[config.mk]
export PLATFORM = sky130hd
export DESIGN_NAME = seg_scan_ctrl
export DESIGN_NICKNAME = d
export VERILOG_FILES = /design/src/rtl/seg_scan_ctrl.sv
export SDC_FILE = /design/constraint.sdc
export NUM_CORES = 1
export LEC_CHECK = 0
export ABC_AREA = 1
export ABC_CLOCK_PERIOD_IN_PS = 2800
export BUFFER_PORTS_ARGS = -buffer_cell sky130_fd_sc_hd__buf_2
export CAP_MARGIN = 20
export CORE_MARGIN = 8
export CORE_UTILIZATION = 50
export CTS_CLUSTER_SIZE = 25
export DETAILED_ROUTE_END_ITERATION = 6
export PLACE_DENSITY = 0.79
export REMOVE_ABC_BUFFERS = 1
export SETUP_SLACK_MARGIN = 0.2
export SLEW_MARGIN = 20
export SYNTH_ARGS = -nofsm -noshare
export SYNTH_HDL_FRONTEND = slang
export SYNTH_SLANG_ARGS = --single-unit
export TNS_END_PERCENT = 30
[constraint.sdc]
create_clock -name clk -period 2.8 [get_ports clk]
set_input_delay 0.56 -clock clk [delete_from_list [all_inputs] [get_ports clk]]
set_output_delay 0.56 -clock clk [all_outputs]
set_load 0.03 [all_outputs]
[src/rtl/seg_scan_ctrl.sv]
// Two-group 4-digit 7-segment scan controller.
// Double-buffered hex frame, blanking gap per slot, tear-free frame commits.
module seg_scan_ctrl #(
  parameter int DIV   = 100000,
  parameter int BLANK = 1000
) (
  input  logic        clk,
  input  logic        rst,
  input  logic        en,
  input  logic        wr_valid,
  output logic        wr_ready,
  input  logic [31:0] wr_data,
  input  logic [7:0]  wr_dp,
  input  logic [7:0]  wr_mask,
  output logic [3:0]  leftseg,
  output logic [3:0]  rightseg,
  output logic [7:0]  a_to_g_left,
  output logic [7:0]  a_to_g_right,
  output logic        frame_start
);

  localparam int CW = $clog2(DIV);

  typedef enum logic [1:0] {
    S_IDLE,
    S_BLANK,
    S_SHOW
  } state_t;

  localparam state_t SLOT0 = (BLANK == 0) ? S_SHOW : S_BLANK;
  localparam logic [CW-1:0] CNT_LAST = CW'(DIV - 1);
  localparam logic [CW-1:0] CNT_BL = CW'((BLANK > 0) ? BLANK - 1 : 0);

  state_t        state, state_n;
  logic [CW-1:0] cnt, cnt_n;
  logic [1:0]    p, p_n;

  logic [31:0] pend_data, act_data;
  logic [7:0]  pend_dp, act_dp;
  logic [7:0]  pend_mask, act_mask;
  logic        accept, commit;

  logic [3:0] rs_d, ls_d;
  logic [7:0] sr_d, sl_d;
  logic       fs_d;

  function automatic logic [6:0] hex7(input logic [3:0] d);
    logic [6:0] s;
    s = 7'h00;
    case (d)
      4'h0: s = 7'h3F;
      4'h1: s = 7'h06;
      4'h2: s = 7'h5B;
      4'h3: s = 7'h4F;
      4'h4: s = 7'h66;
      4'h5: s = 7'h6D;
      4'h6: s = 7'h7D;
      4'h7: s = 7'h07;
      4'h8: s = 7'h7F;
      4'h9: s = 7'h6F;
      4'hA: s = 7'h77;
      4'hB: s = 7'h7C;
      4'hC: s = 7'h39;
      4'hD: s = 7'h5E;
      4'hE: s = 7'h79;
      default: s = 7'h71;
    endcase
    return s;
  endfunction

  always_ff @(posedge clk) begin
    if (rst) begin
      state <= S_IDLE;
      cnt   <= '0;
      p     <= '0;
    end else begin
      state <= state_n;
      cnt   <= cnt_n;
      p     <= p_n;
    end
  end

  always_comb begin
    state_n = state;
    cnt_n   = cnt;
    p_n     = p;
    if (!en) begin
      state_n = S_IDLE;
      cnt_n   = '0;
      p_n     = '0;
    end else begin
      case (state)
        S_IDLE: begin
          state_n = SLOT0;
          cnt_n   = '0;
          p_n     = '0;
        end
        S_BLANK: begin
          cnt_n = cnt + 1'b1;
          if (cnt == CNT_BL) state_n = S_SHOW;
        end
        S_SHOW: begin
          if (cnt == CNT_LAST) begin
            state_n = SLOT0;
            cnt_n   = '0;
            p_n     = p + 1'b1;
          end else begin
            cnt_n = cnt + 1'b1;
          end
        end
        default: begin
          state_n = S_IDLE;
          cnt_n   = '0;
          p_n     = '0;
        end
      endcase
    end
  end

  always_comb begin
    rs_d = '0;
    ls_d = '0;
    sr_d = '0;
    sl_d = '0;
    fs_d = (state != S_IDLE) && (p == 2'd0) && (cnt == '0);
    if (state == S_SHOW) begin
      rs_d[p] = act_mask[{1'b0, p}];
      ls_d[p] = act_mask[{1'b1, p}];
      if (act_mask[{1'b0, p}])
        sr_d = {act_dp[{1'b0, p}], hex7(act_data[{1'b0, p, 2'b00} +: 4])};
      if (act_mask[{1'b1, p}])
        sl_d = {act_dp[{1'b1, p}], hex7(act_data[{1'b1, p, 2'b00} +: 4])};
    end
  end

  assign accept = wr_valid & wr_ready;
  // commit on the edge that enters a new frame, so the whole frame sees one buffer
  assign commit = (state == S_IDLE) ||
                  (en && state == S_SHOW && cnt == CNT_LAST && p == 2'd3);

  always_ff @(posedge clk) begin
    if (rst) begin
      pend_data    <= '0;
      pend_dp      <= '0;
      pend_mask    <= '0;
      act_data     <= '0;
      act_dp       <= '0;
      act_mask     <= '0;
      wr_ready     <= 1'b1;
      rightseg     <= '0;
      leftseg      <= '0;
      a_to_g_right <= '0;
      a_to_g_left  <= '0;
      frame_start  <= 1'b0;
    end else begin
      if (commit) begin
        act_data <= pend_data;
        act_dp   <= pend_dp;
        act_mask <= pend_mask;
      end
      if (accept) begin
        pend_data <= wr_data;
        pend_dp   <= wr_dp;
        pend_mask <= wr_mask;
      end
      wr_ready     <= commit ? ~accept : (wr_ready & ~accept);
      rightseg     <= rs_d;
      leftseg      <= ls_d;
      a_to_g_right <= sr_d;
      a_to_g_left  <= sl_d;
      frame_start  <= fs_d;
    end
  end

endmodule

==> results.json <==
{
  "status": "completed",
  "dr.pass1.iters": 5,
  "dp.final_hpwl_mm": 9.77,
  "finClkSkew_ns": 0.00664,
  "antennaDiodeCount": 0,
  "synth.avg_cell_area_um2": 7.23,
  "p_leak_nw": 3.32,
  "hold_depth": 3,
  "gr-max-usage-layer": "met2",
  "critical_path_buf_inv_count": 2,
  "h-tree-depth": 4,
  "slew-limit-headroom_pct": 59.3,
  "crit_arrival_ns": 2.45,
  "clk_latency_ns": 0.42,
  "grt_pass1_wl_mm": 24.8,
  "syn_inst": 910,
  "cts_resized": 0,
  "timing.final.crit_share_pct": 76.2,
  "min_from": "wr_dp[3]",
  "synth_cell_type_count": 34,
  "pre_cts_slack_ns": 0.710,
  "ctsHoldBuffers": 0,
  "grt_pass1_vias": 5385,
  "vdd_drop_max_mv": 0.460,
  "drv_cap": 0,
  "grt_overflow": 0,
  "cts_made_buffers": 17,
  "clockRootBuffer": "clkbuf_16",
  "worst_pin_slew_ns": 0.610,
  "fin_crit_ns": 2.13,
  "drc": 0,
  "rr_worst_depth": 9,
  "r2r-start": "p[0]$_SDFFE_PP0P_",
  "grt_use_met3_pct": 4.38,
  "end_kind": "flip-flop",
  "cts_setup_buffers": 0,
  "r2r_slack_ns": 0.67,
  "num_rows": 42,
  "setup_ws_ns": 0.666,
  "grt_setup_unrepaired": "no",
  "worstSetupPathType": "flip-flop to flip-flop",
  "crit_family": "buffers and inverters",
  "drt-initial-drc-count": 454,
  "coreArea_um2": 13000,
  "hold_end": "pend_dp[3]$_SDFFE_PP0P_",
  "viasPerCell": 5.06,
  "wl_per_cell_um": 12.6,
  "antenna_left": 0,
  "synthesis.area_um2": 6580,
  "clock.fmax_mhz": 469,
  "power.density_nw_per_um2": 635,
  "synth-seq-area-share_pct": 43.5,
  "grt_max_degree": 98,
  "setup_viol": 0,
  "clockBufferDepth": 2,
  "use_met1_pct": 23.3,
  "grt_usage_pct": 18.1,
  "die-width_um": 131,
  "slowest_stage": "dfxtp_1",
  "finalWirelength_mm": 14.6,
  "hp-class": "input port to flip-flop",
  "antenna_found_initial": 0,
  "cts.sinks": 143,
  "nets": 1044,
  "initial_core_util_pct": 50.5,
  "finalHoldViolations": 0,
  "drive_above_1_share_pct": 17.0,
  "clk_pin_slew_ns": 0.06,
  "globalplace.congestion": 0.858,
  "synth_warnings": 0,
  "finalMaxSlewViolations": 0,
  "cts_tree": "yes",
  "met2_usage_pct": 28.7,
  "timing.rr.end": "a_to_g_right[3]$_SDFF_PP0_",
  "die-area_um2": 17100,
  "io_pins": 78,
  "p_total_mw": 4.83,
  "cp-start-kind": "flip-flop",
  "synthToLayoutAreaGrowth_pct": 15.6,
  "path_max_fanout": 16,
  "fp.dieH_um": 131,
  "cp_slowest_stage_delay_ns": 0.42,
  "crit_path_cell_trace": "inv_2, nand2_1, a32oi_1, inv_1, ha_1, nand3_1, nand2_1, nor2_1, nor2_1",
  "ys_seq_elements": 143,
  "io_buffers": 77,
  "via_count": 5853,
  "required_ns": 3.11
}
[report_power, final]
group	internal, mW	switching [mW]	leakage [nW]
logic	0.209	0.320	1.87
clock network	1.25	0.830	0.271
registers	2.15	0.0660	1.17
total	3.62	1.22	3.32
[final cells by class]
cell class / count / area (um^2)
Inverter: 95 / 358
Multi-Input combinational cell: 624 / 3130
Fill cell: 1262 / 5430
Clock buffer: 20 / 457
Sequential cell: 143 / 2860
Tap cell: 176 / 220
Timing Repair Buffer: 87 / 485
Clock inverter: 11 / 92.6
[routing by layer]
layer	vias up	wire length, um
li1	3021	-
met1	2648	6590
met2	163	6900
met3	21	865
met4	0	218
met5	-	0
[cells in the final DEF (no fill, tap or decap), types with 2 or more instances in the layout]
master / count
nand3_1: 76
clkbuf_8: 2
buf_2: 77
buf_12: 2
clkinvlp_4: 2
inv_1: 87
nand2_1: 116
inv_2: 7
a32oi_1: 2
dfxtp_1: 143
o21ai_2: 3
o21ai_0: 73
clkbuf_16: 17
a21oi_2: 31
nand4_1: 4
nand2_2: 3
nor2_1: 204
clkinv_4: 2
ha_1: 24
xor2_1: 7
o211ai_1: 2
nor3_1: 4
nand3b_1: 4
xnor2_1: 2
o21ai_1: 3
a21oi_1: 58
clkinv_2: 7
buf_4: 8
[synthesized netlist by cell type]
cell | number | share of area, %
xnor2_1 | 2 | 0.27
dfxtp_1 | 143 | 44
buf_2 | 11 | 0.84
a21oi_2 | 31 | 4.1
nor2_1 | 204 | 12
nor3_2 | 1 | 0.15
nor2_2 | 1 | 0.095
buf_6 | 5 | 0.86
nand2_2 | 3 | 0.29
nand4_1 | 4 | 0.38
buf_1 | 7 | 0.40
nand4_2 | 1 | 0.19
or2_2 | 1 | 0.095
nor4_1 | 1 | 0.095
a21oi_1 | 58 | 4.4
o21ai_2 | 3 | 0.40
nor3b_1 | 1 | 0.11
clkbuf_1 | 23 | 1.3
o21ai_0 | 73 | 5.6
inv_2 | 7 | 0.40
a32oi_1 | 2 | 0.27
nand2_1 | 116 | 6.6
nand3_2 | 1 | 0.15
buf_4 | 2 | 0.23
ha_1 | 24 | 4.6
clkinv_1 | 1 | 0.057
o211ai_1 | 2 | 0.23
o21bai_1 | 1 | 0.11
nand3b_1 | 4 | 0.46
nand3_1 | 76 | 5.8
o21ai_1 | 3 | 0.23
xor2_1 | 7 | 0.93
nor3_1 | 4 | 0.30
inv_1 | 87 | 5.0
[worst register-to-register path, stage by stage (launching register included)]
cell and delay, ns:
dfxtp_1 0.42, inv_2 0.28, nand2_1 0.08, a32oi_1 0.41
inv_1 0.20, ha_1 0.33, nand3_1 0.08, nand2_1 0.07
nor2_1 0.10, nor2_1 0.05
[logic make-up after synthesis]
family	after synthesis	share of synthesized area (%)
AO/OA/AOI/OAI	173	15.3
XOR/XNOR	9	1.20
flip-flops	143	43.5
adder cells (fa/ha/maj)	24	4.56
AND/OR/NAND/NOR	418	26.4
buffers and inverters	143	9.05
[how the worst max path moves through the flow]
stage,start,end,slack (ns),depth (start not counted)
floorplan,p[0]$_SDFFE_PP0P_,act_data[10]$_SDFFE_PP0P_,-0.82,6
global placement,p[0]$_SDFFE_PP0P_,a_to_g_right[6]$_SDFF_PP0_,0.80,10
detailed placement,p[0]$_SDFFE_PP0P_,a_to_g_right[3]$_SDFF_PP0_,0.71,9
CTS,p[0]$_SDFFE_PP0P_,a_to_g_right[3]$_SDFF_PP0_,0.69,9
global route,p[0]$_SDFFE_PP0P_,a_to_g_right[3]$_SDFF_PP0_,0.43,9
finish,p[0]$_SDFFE_PP0P_,a_to_g_right[3]$_SDFF_PP0_,0.67,9
[sequential cells by signal, summed over array words and instances, names as in the netlist]
signal        count
frame_start       1
p                 2
act_dp            8
pend_dp           8
act_data         32
rightseg          4
a_to_g_left       8
pend_data        32
leftseg           4
act_mask          8
a_to_g_right      8
pend_mask         8
wr_ready          1
cnt              17
state             2
[through the flow]
stage	instances	utilization, %	hold slack [ns]	setup TNS (ns)	instance area [um^2]
5_1_grt	1156	58.4	0.390	0	7610
6_report	1156	58.4	0.370	0	7610
3_5_place_dp	1125	54.1	0.461	0	7060
3_3_place_gp	1125	54.1	0.445	0	7060
2_1_floorplan	862	-	0.430	-38.93	6340
4_1_cts	1156	58.4	0.359	0	7610
(Power assumes the default switching activity.)
